--- config.mk ---
export PLATFORM = sky130hd
export DESIGN_NAME = if_fetch_ctrl
export DESIGN_NICKNAME = d
export VERILOG_FILES = /design/src/rtl/if_fetch_ctrl.sv
export SDC_FILE = /design/constraint.sdc
export NUM_CORES = 1
export LEC_CHECK = 0
export BUFFER_PORTS_ARGS = -buffer_cell sky130_fd_sc_hd__buf_2
export CAP_MARGIN = 20
export CELL_PAD_IN_SITES_DETAIL_PLACEMENT = 1
export CELL_PAD_IN_SITES_GLOBAL_PLACEMENT = 2
export CORE_MARGIN = 2
export CORE_UTILIZATION = 29
export DETAILED_ROUTE_END_ITERATION = 8
export GPL_TIMING_DRIVEN = 0
export HOLD_SLACK_MARGIN = 0.12
export PLACE_DENSITY = 0.79
export SETUP_SLACK_MARGIN = 0.05
export SLEW_MARGIN = 0
export SYNTH_ARGS = -nofsm -noshare
export SYNTH_HDL_FRONTEND = slang
export SYNTH_SLANG_ARGS = --single-unit
export TNS_END_PERCENT = 100
--- constraint.sdc ---
create_clock -name clk -period 2.6 [get_ports clk]
set_clock_uncertainty 0.2 [all_clocks]
set_input_delay 0.13 -clock clk [delete_from_list [all_inputs] [get_ports clk]]
set_output_delay 0.13 -clock clk [all_outputs]
set_load 0.1 [all_outputs]
--- src/rtl/if_fetch_ctrl.sv ---
// IF-stage fetch controller: issues one instruction-memory read at a time for
// the current PC, holds the returned instruction for ID, and stalls the PC
// register until ID accepts. Fetches killed by a flush are never delivered.
module if_fetch_ctrl #(
  parameter int                ADDR_W   = 32,
  parameter int                DATA_W   = 32,
  parameter logic [DATA_W-1:0] INST_NOP = '0
) (
  input  logic              clk,
  input  logic              rst_n,
  input  logic [ADDR_W-1:0] pc,
  input  logic              flush,
  input  logic              id_allowin,
  input  logic              inst_addr_ok,
  input  logic              inst_data_ok,
  input  logic [DATA_W-1:0] inst_rdata,
  output logic              inst_req,
  output logic [ADDR_W-1:0] inst_addr,
  output logic              inst_valid,
  output logic [DATA_W-1:0] inst,
  output logic [ADDR_W-1:0] inst_pc,
  output logic              inst_adel,
  output logic              stall
);

  typedef enum logic [2:0] {
    S_IDLE,
    S_REQ,
    S_WAIT,
    S_HOLD,
    S_DROP
  } state_t;

  state_t            state;
  state_t            state_next;
  logic [ADDR_W-1:0] addr_q;
  logic              pc_aligned;
  logic              lat_addr;
  logic              ld_mem;
  logic              ld_adel;
  logic              clr_valid;

  assign pc_aligned = (pc[1:0] == 2'b00);

  // State register; reset also cancels any in-flight read (memory resets with us).
  always_ff @(posedge clk or negedge rst_n) begin
    if (!rst_n) begin
      state <= S_IDLE;
    end else begin
      state <= state_next;
    end
  end

  // Next state, memory request and PC stall; flush takes priority in every state.
  always_comb begin
    state_next = state;
    inst_req   = 1'b0;
    inst_addr  = '0;
    stall      = 1'b1;
    lat_addr   = 1'b0;
    ld_mem     = 1'b0;
    ld_adel    = 1'b0;
    clr_valid  = 1'b0;
    case (state)
      S_IDLE: begin
        state_next = S_REQ;
      end
      S_REQ: begin
        // Address tracks the PC until the memory accepts it.
        inst_addr = pc;
        inst_req  = pc_aligned;
        if (flush) begin
          // An accepted request still returns data that must be swallowed.
          if (pc_aligned && inst_addr_ok) state_next = S_DROP;
        end else if (!pc_aligned) begin
          state_next = S_HOLD;
          ld_adel    = 1'b1;
        end else if (inst_addr_ok) begin
          state_next = S_WAIT;
          lat_addr   = 1'b1;
        end
      end
      S_WAIT: begin
        if (inst_data_ok) begin
          if (flush) begin
            state_next = S_REQ;
          end else begin
            state_next = S_HOLD;
            ld_mem     = 1'b1;
          end
        end else if (flush) begin
          state_next = S_DROP;
        end
      end
      S_HOLD: begin
        if (flush) begin
          state_next = S_REQ;
          clr_valid  = 1'b1;
        end else if (id_allowin) begin
          stall      = 1'b0;
          state_next = S_REQ;
          clr_valid  = 1'b1;
        end
      end
      S_DROP: begin
        // Data of the killed fetch is discarded; a flush here changes nothing.
        if (inst_data_ok) state_next = S_REQ;
      end
      default: begin
        state_next = S_IDLE;
      end
    endcase
  end

  // Accepted address and the instruction slot presented to ID.
  always_ff @(posedge clk or negedge rst_n) begin
    if (!rst_n) begin
      addr_q     <= '0;
      inst       <= '0;
      inst_pc    <= '0;
      inst_adel  <= 1'b0;
      inst_valid <= 1'b0;
    end else begin
      if (lat_addr) addr_q <= pc;
      if (ld_mem) begin
        inst       <= inst_rdata;
        inst_pc    <= addr_q;
        inst_adel  <= 1'b0;
        inst_valid <= 1'b1;
      end
      if (ld_adel) begin
        inst       <= INST_NOP;
        inst_pc    <= pc;
        inst_adel  <= 1'b1;
        inst_valid <= 1'b1;
      end
      if (clr_valid) inst_valid <= 1'b0;
    end
  end

endmodule
==> results of run 1 <==
[what timing repair did]
action	CTS	global route
buffers inserted	0	0
endpoints found under the hold margin	153	0
resized for setup	28	11
endpoints found under the setup margin	30	32
hold buffers	75	0
[routing by layer]
layer / global-route usage [%] / vias to the layer above / part of all wire (%)
met1: 23.3 / 2160 / 44
met3: 3.36 / 14 / 5.1
met4: 6.26 / 0 / 1.2
li1: - / 2024 / -
met2: 33.2 / 139 / 50
met5: 0 / - / 0
[sequential cells by signal (all words and copies together) (netlist names)]
name and count:
addr_q 32, state 3, inst_adel 1, inst_valid 1
inst 32, inst_pc 32
[path summary, 6_finish.rpt]
| path | cells past startpoint | endpoint |
|---|---|---|
| worst max-delay path | 5 | inst_addr[6] |
| worst min-delay path | 2 | inst[3] |
| worst max register to register | 7 | inst[0] |
| worst min register to register | 2 | inst_adel |
| max in group asynchronous | 3 | inst_pc[11] |
| min in group clk | 2 | inst_adel |
[through the flow]
step | worst slack, ps | std cells | util [%] | hold slack (ps) | TNS (ps)
2_1_floorplan | 310 | 454 | - | -366 | 0
3_3_place_gp | -121 | 833 | 37.2 | 168 | -831
3_5_place_dp | -163 | 834 | 37.4 | -0.590 | -1670
4_1_cts | 50.2 | 923 | 44.6 | 175 | 0
5_1_grt | 44.5 | 922 | 44.7 | 225 | 0
6_report | 216 | 922 | 44.7 | 183 | 0
[cell type report]
| cell class | count | area, sq um | share of cell area, % |
|---|---|---|---|
| inverter | 1 | 3.75 | 0.0548 |
| timing repair buffer | 244 | 1700 | 24.8 |
| clock inverter | 2 | 35.0 | 0.511 |
| tap | 211 | 264 | 3.85 |
| buffer | 31 | 178 | 2.59 |
| multi-input combinational | 320 | 1900 | 27.7 |
| clock buffer | 12 | 246 | 3.60 |
| sequential | 101 | 2530 | 36.9 |
[synthesized netlist by cell type, drive strengths merged]
master | count | area [sq um]
o41ai | 1 | 8.76
nor2b | 1 | 6.26
nor4b | 1 | 23.8
dfrtp | 101 | 2530
nand4b | 1 | 8.76
nand3 | 1 | 10.0
a21oi | 34 | 170
mux2i | 2 | 20.0
nand2b | 1 | 6.26
a21bo | 1 | 10.0
o21ai | 5 | 25.0
a21o | 1 | 7.51
or4b | 1 | 10.0
inv | 1 | 3.75
nand2 | 128 | 480
and2 | 35 | 219
nor3 | 2 | 15.0
or3b | 1 | 8.76
buf | 22 | 138
and3b | 1 | 8.76
o211a | 1 | 10.0
o31a | 1 | 8.76
nand3b | 1 | 7.51
mux2 | 31 | 454
o211ai | 1 | 7.51
nor2 | 34 | 128
nor3b | 2 | 20.0
clkbuf | 10 | 38.8
o32a | 1 | 10.0
a31oi | 31 | 194
[cell families (layout without fill, tap and decap cells)]
family / after synthesis / count (layout) / synth area share [%]
AOI/OAI and AO/OA: 77 / 77 / 9.85
buffers and inverters: 33 / 290 / 3.93
DFF: 101 / 101 / 55.1
muxes: 33 / 33 / 10.3
and+or+nand+nor: 210 / 210 / 20.8
[worst register-to-register path, cell delays in order (launching register included)]
cell           delay [ps]
dfrtp_2               500
nor3b_4               250
nand3b_1              130
buf_2                 230
buf_2                 220
nand2_1                90
a21oi_1                60
dlygate4sd3_1         580
==> metrics.txt, run 1 <==
Via density 4.70; post-synthesis sequential element count 101; pin count of the biggest net entering global routing 56; clock root buffer clkbuf_16; CP Class register to output pin; Worst EP required 2270 ps; DR DRC count 0; Rows 45; max-cap violations 0; dpl cell area 0.00573 sq mm; H-tree levels 3; first-pass GRT wire length 24.5 mm; Syn Nets 524; Initial Utilization 29.9%; initial antenna violation count 0; core area 0.0153 sq mm; CP endpoint kind output pin; final period utilization 91.7%; Setup Viol. Count Final 0; I/O pins 170; CP arrival 2050 ps; routed len/inst 16.8 microns; Layout area overhead 49.4%; CTS buffer count 9; via count 4337; Filler cells 1772; CP cell instances buf_6 > nor3b_4 > clkbuf_2 > and2_1 > clkbuf_4; min Tclk post-route 2380 ps; Critical Path Start state[1]; commonest non-fill, non-tap cell in the layout buf_2; drt first-iter violations 106; Yosys cell types 37; IO Port Bufs 168; Die Y-Extent 130 microns; die area 0.0168 sq mm; hpwl dp 10.1 mm; commonest non-fill, non-tap cells in the layout buf_2, nand2_1, dfrtp_1; Rel. slew slack 56.6%; First-pass DRT Iterations 4; share of layout cells above drive strength 1 34.6%; routability cong. 0.790; Synth Warn # 0; Finished Cell Area 0.00685 sq mm; status finished clean; CP delay by family, top buffers and inverters; Avg Cell Area, Syn 10.1 sq um; CP peak stage delay 430 ps; Die Wd 130 microns; register area share after synthesis 55.1%; Post-Route WL 15.5 mm; CTS tree yes; Worst-Skew Late Latency 350 ps; Crit Path Max Fanout 10; vias in the first global route 4628; gr ovfl total 0; clk buf depth 2; final hold violation count 0; Num Clock Sinks 101; Mapped Area 0.00459 sq mm; reg2reg start state[2]; Worst Path Buf+Inv 3; Max Slew Vio Count 0; Cells after Synth 454; # diodes 0; Tot GR Track Use 18.8%; Slew @ Worst Pin 651 ps; Antenna Nets Post-Route 0; Reg clk slew, reported paths 70 ps; setup slack, reg-to-reg 230 ps; RSZ-0062 raised after global routing yes; Max Clk Rate 419 MHz; HP Class input port to asynchronous set/reset pin; Setup crit start kind register; CP max stage cell dfrtp_1; Final nets 778
Power of run 1 is not shown: default switching activity piles up to over one toggle a cycle in this logic, so the estimate is an artifact.
==> inputs of run 2 (changes only) <==
--- a/config.mk
+++ b/config.mk
@@ -5,12 +5,13 @@
 export SDC_FILE = /design/constraint.sdc
 export NUM_CORES = 1
 export LEC_CHECK = 0
+export ABC_AREA = 1
 export BUFFER_PORTS_ARGS = -buffer_cell sky130_fd_sc_hd__buf_2
 export CAP_MARGIN = 20
 export CELL_PAD_IN_SITES_DETAIL_PLACEMENT = 1
 export CELL_PAD_IN_SITES_GLOBAL_PLACEMENT = 2
 export CORE_MARGIN = 2
-export CORE_UTILIZATION = 29
+export CORE_UTILIZATION = 27
 export DETAILED_ROUTE_END_ITERATION = 8
 export GPL_TIMING_DRIVEN = 0
 export HOLD_SLACK_MARGIN = 0.12
==> metrics.txt, run 2 <==
status finished clean; DR DRC count 0; Final nets 869; initial antenna violation count 0; final period utilization 92.9%; CTS tree yes; CP peak stage delay 550 ps; final hold violation count 0; biggest regs addr_q x32, inst x32, inst_pc x32; Die Wd 133 microns; via count 4707; Setup crit end addr_q[2]; pin count of the biggest net entering global routing 52; Rel. slew slack 52.4%; top cells by count, synth nor2_1, dfrtp_1, nand2_1; # diodes 0; Finished Cell Area 0.00675 sq mm; Synth Warn # 0; Cells after Synth 546; Antenna Nets Post-Route 0; post-synthesis sequential element count 101; vias in the first global route 5257; first-pass GRT wire length 27.6 mm; First-pass DRT Iterations 5; Synth area leaders dfrtp_1, nor2_1, nand3_1, nand2_1, a21oi_1; Rows 47; min Tclk post-route 2410 ps; Crit Path Max Fanout 10; final worst slack 186 ps; reg2reg end addr_q[2]; Die Y-Extent 133 microns; Num Clock Sinks 101; Avg Cell Area, Syn 8.20 sq um; WP depth 6; Setup crit start kind register; clock root buffer clkbuf_16; Setup WS pre-CTS 256 ps; CP cell instances nor3_4 > nand2_1 > nor2_4 > buf_4 > a21oi_1 > dlygate4sd3_1; Max Clk Rate 414 MHz; Worst-Skew Late Latency 340 ps; ys flop type dfrtp_1; reg2reg start state[2]; hold slack 187 ps; Max Slew Vio Count 0; Tot GR Track Use 19.6%; max-cap violations 0; Initial Utilization 27.3%; drt first-iter violations 177; CP endpoint kind register; register area share after synthesis 56.5%; CP max stage cell dlygate4sd3_1; CP Class register to register; routability cong. 0.825; H-tree levels 3; CP delay by family, top buffers and inverters; hpwl dp 11.5 mm; share of layout cells above drive strength 1 26.2%; Post-Route WL 16.8 mm; Critical Path Start state[2]; CTS buffer count 9; gr ovfl total 0; Yosys cell types 16; commonest non-fill, non-tap cells in the layout buf_2, nor2_1, dfrtp_1; die area 0.0176 sq mm; Worst Path Buf+Inv 2; clk buf depth 2; routed len/inst 16.4 microns; IO Port Bufs 169; area share of the largest cell type after synthesis 56.5%; final core occ 41.2%; Reg clk slew, reported paths 70 ps; CP arrival 2440 ps; most frequent cell after synthesis nor2_1; EDFF count, synth 0; HP Class input port to asynchronous set/reset pin; I/O pins 170; Setup Viol. Count Final 0; Synth area leader dfrtp_1; Mapped Area 0.00448 sq mm; Worst EP required 2630 ps; Reg2Reg Depth 6; setup slack, reg-to-reg 190 ps; Slew @ Worst Pin 713 ps; commonest non-fill, non-tap cell in the layout buf_2; ys async rst share 100%; Layout area overhead 50.8%; RSZ-0062 raised after global routing no; core area 0.0164 sq mm; Syn Nets 616; Via density 4.60; dpl cell area 0.00563 sq mm
## run 2: timing repair
action	CTS	global route
gates resized for setup	30	14
setup endpoints to repair	30	32
endpoints found under the hold margin	147	0
setup buffers	0	0
hold buffers	72	0
## run 2: worst min-delay path by stage
| stage | from | endpoint | slack [ps] | cells past startpoint |
|---|---|---|---|---|
| final | rst_n | inst[24] | 190 | 2 |
| after global routing | rst_n | inst[23] | 240 | 2 |
| after CTS | rst_n | inst[24] | 210 | 2 |
| after detailed placement | rst_n | inst[24] | 30 | 1 |
| after global placement | inst_rdata[13] | inst[13] | 160 | 3 |
| after floorplan | rst_n | addr_q[0] | -370 | 0 |
## run 2: area by class of cell
class | count | area, sq um
fill | 2017 | 9650
sequential | 101 | 2530
timing repair buffer | 242 | 1690
multi-input combinational | 370 | 1640
tap | 220 | 275
clock buffer | 12 | 256
buffer | 33 | 158
inverter | 42 | 158
clock inverter | 3 | 45.0
## run 2: through the flow
step	std cells	TNS [ps]
after floorplan	546	0
after global placement	935	-331
after detailed placement	936	0
after CTS	1023	0
after global routing	1023	0
final	1023	0
## run 2: cells by family after synthesis
logic type / count (synthesis) / share of synthesized area [%]
and+or+nand+nor: 274 / 25.9
AOI/OAI and AO/OA: 96 / 10.7
DFF: 101 / 56.5
buffers and inverters: 75 / 6.96
## run 2: layer usage
metal	GRT usage, %	part of all wire (%)	wire, microns	up-vias
li1	-	-	-	2259
met3	3.83	5.0	843	21
met1	24.4	44	7360	2283
met2	34.5	50	8320	144
met4	5.79	1.4	239	0
met5	0	0	0	-
Power of run 2 is left out for the same reason.
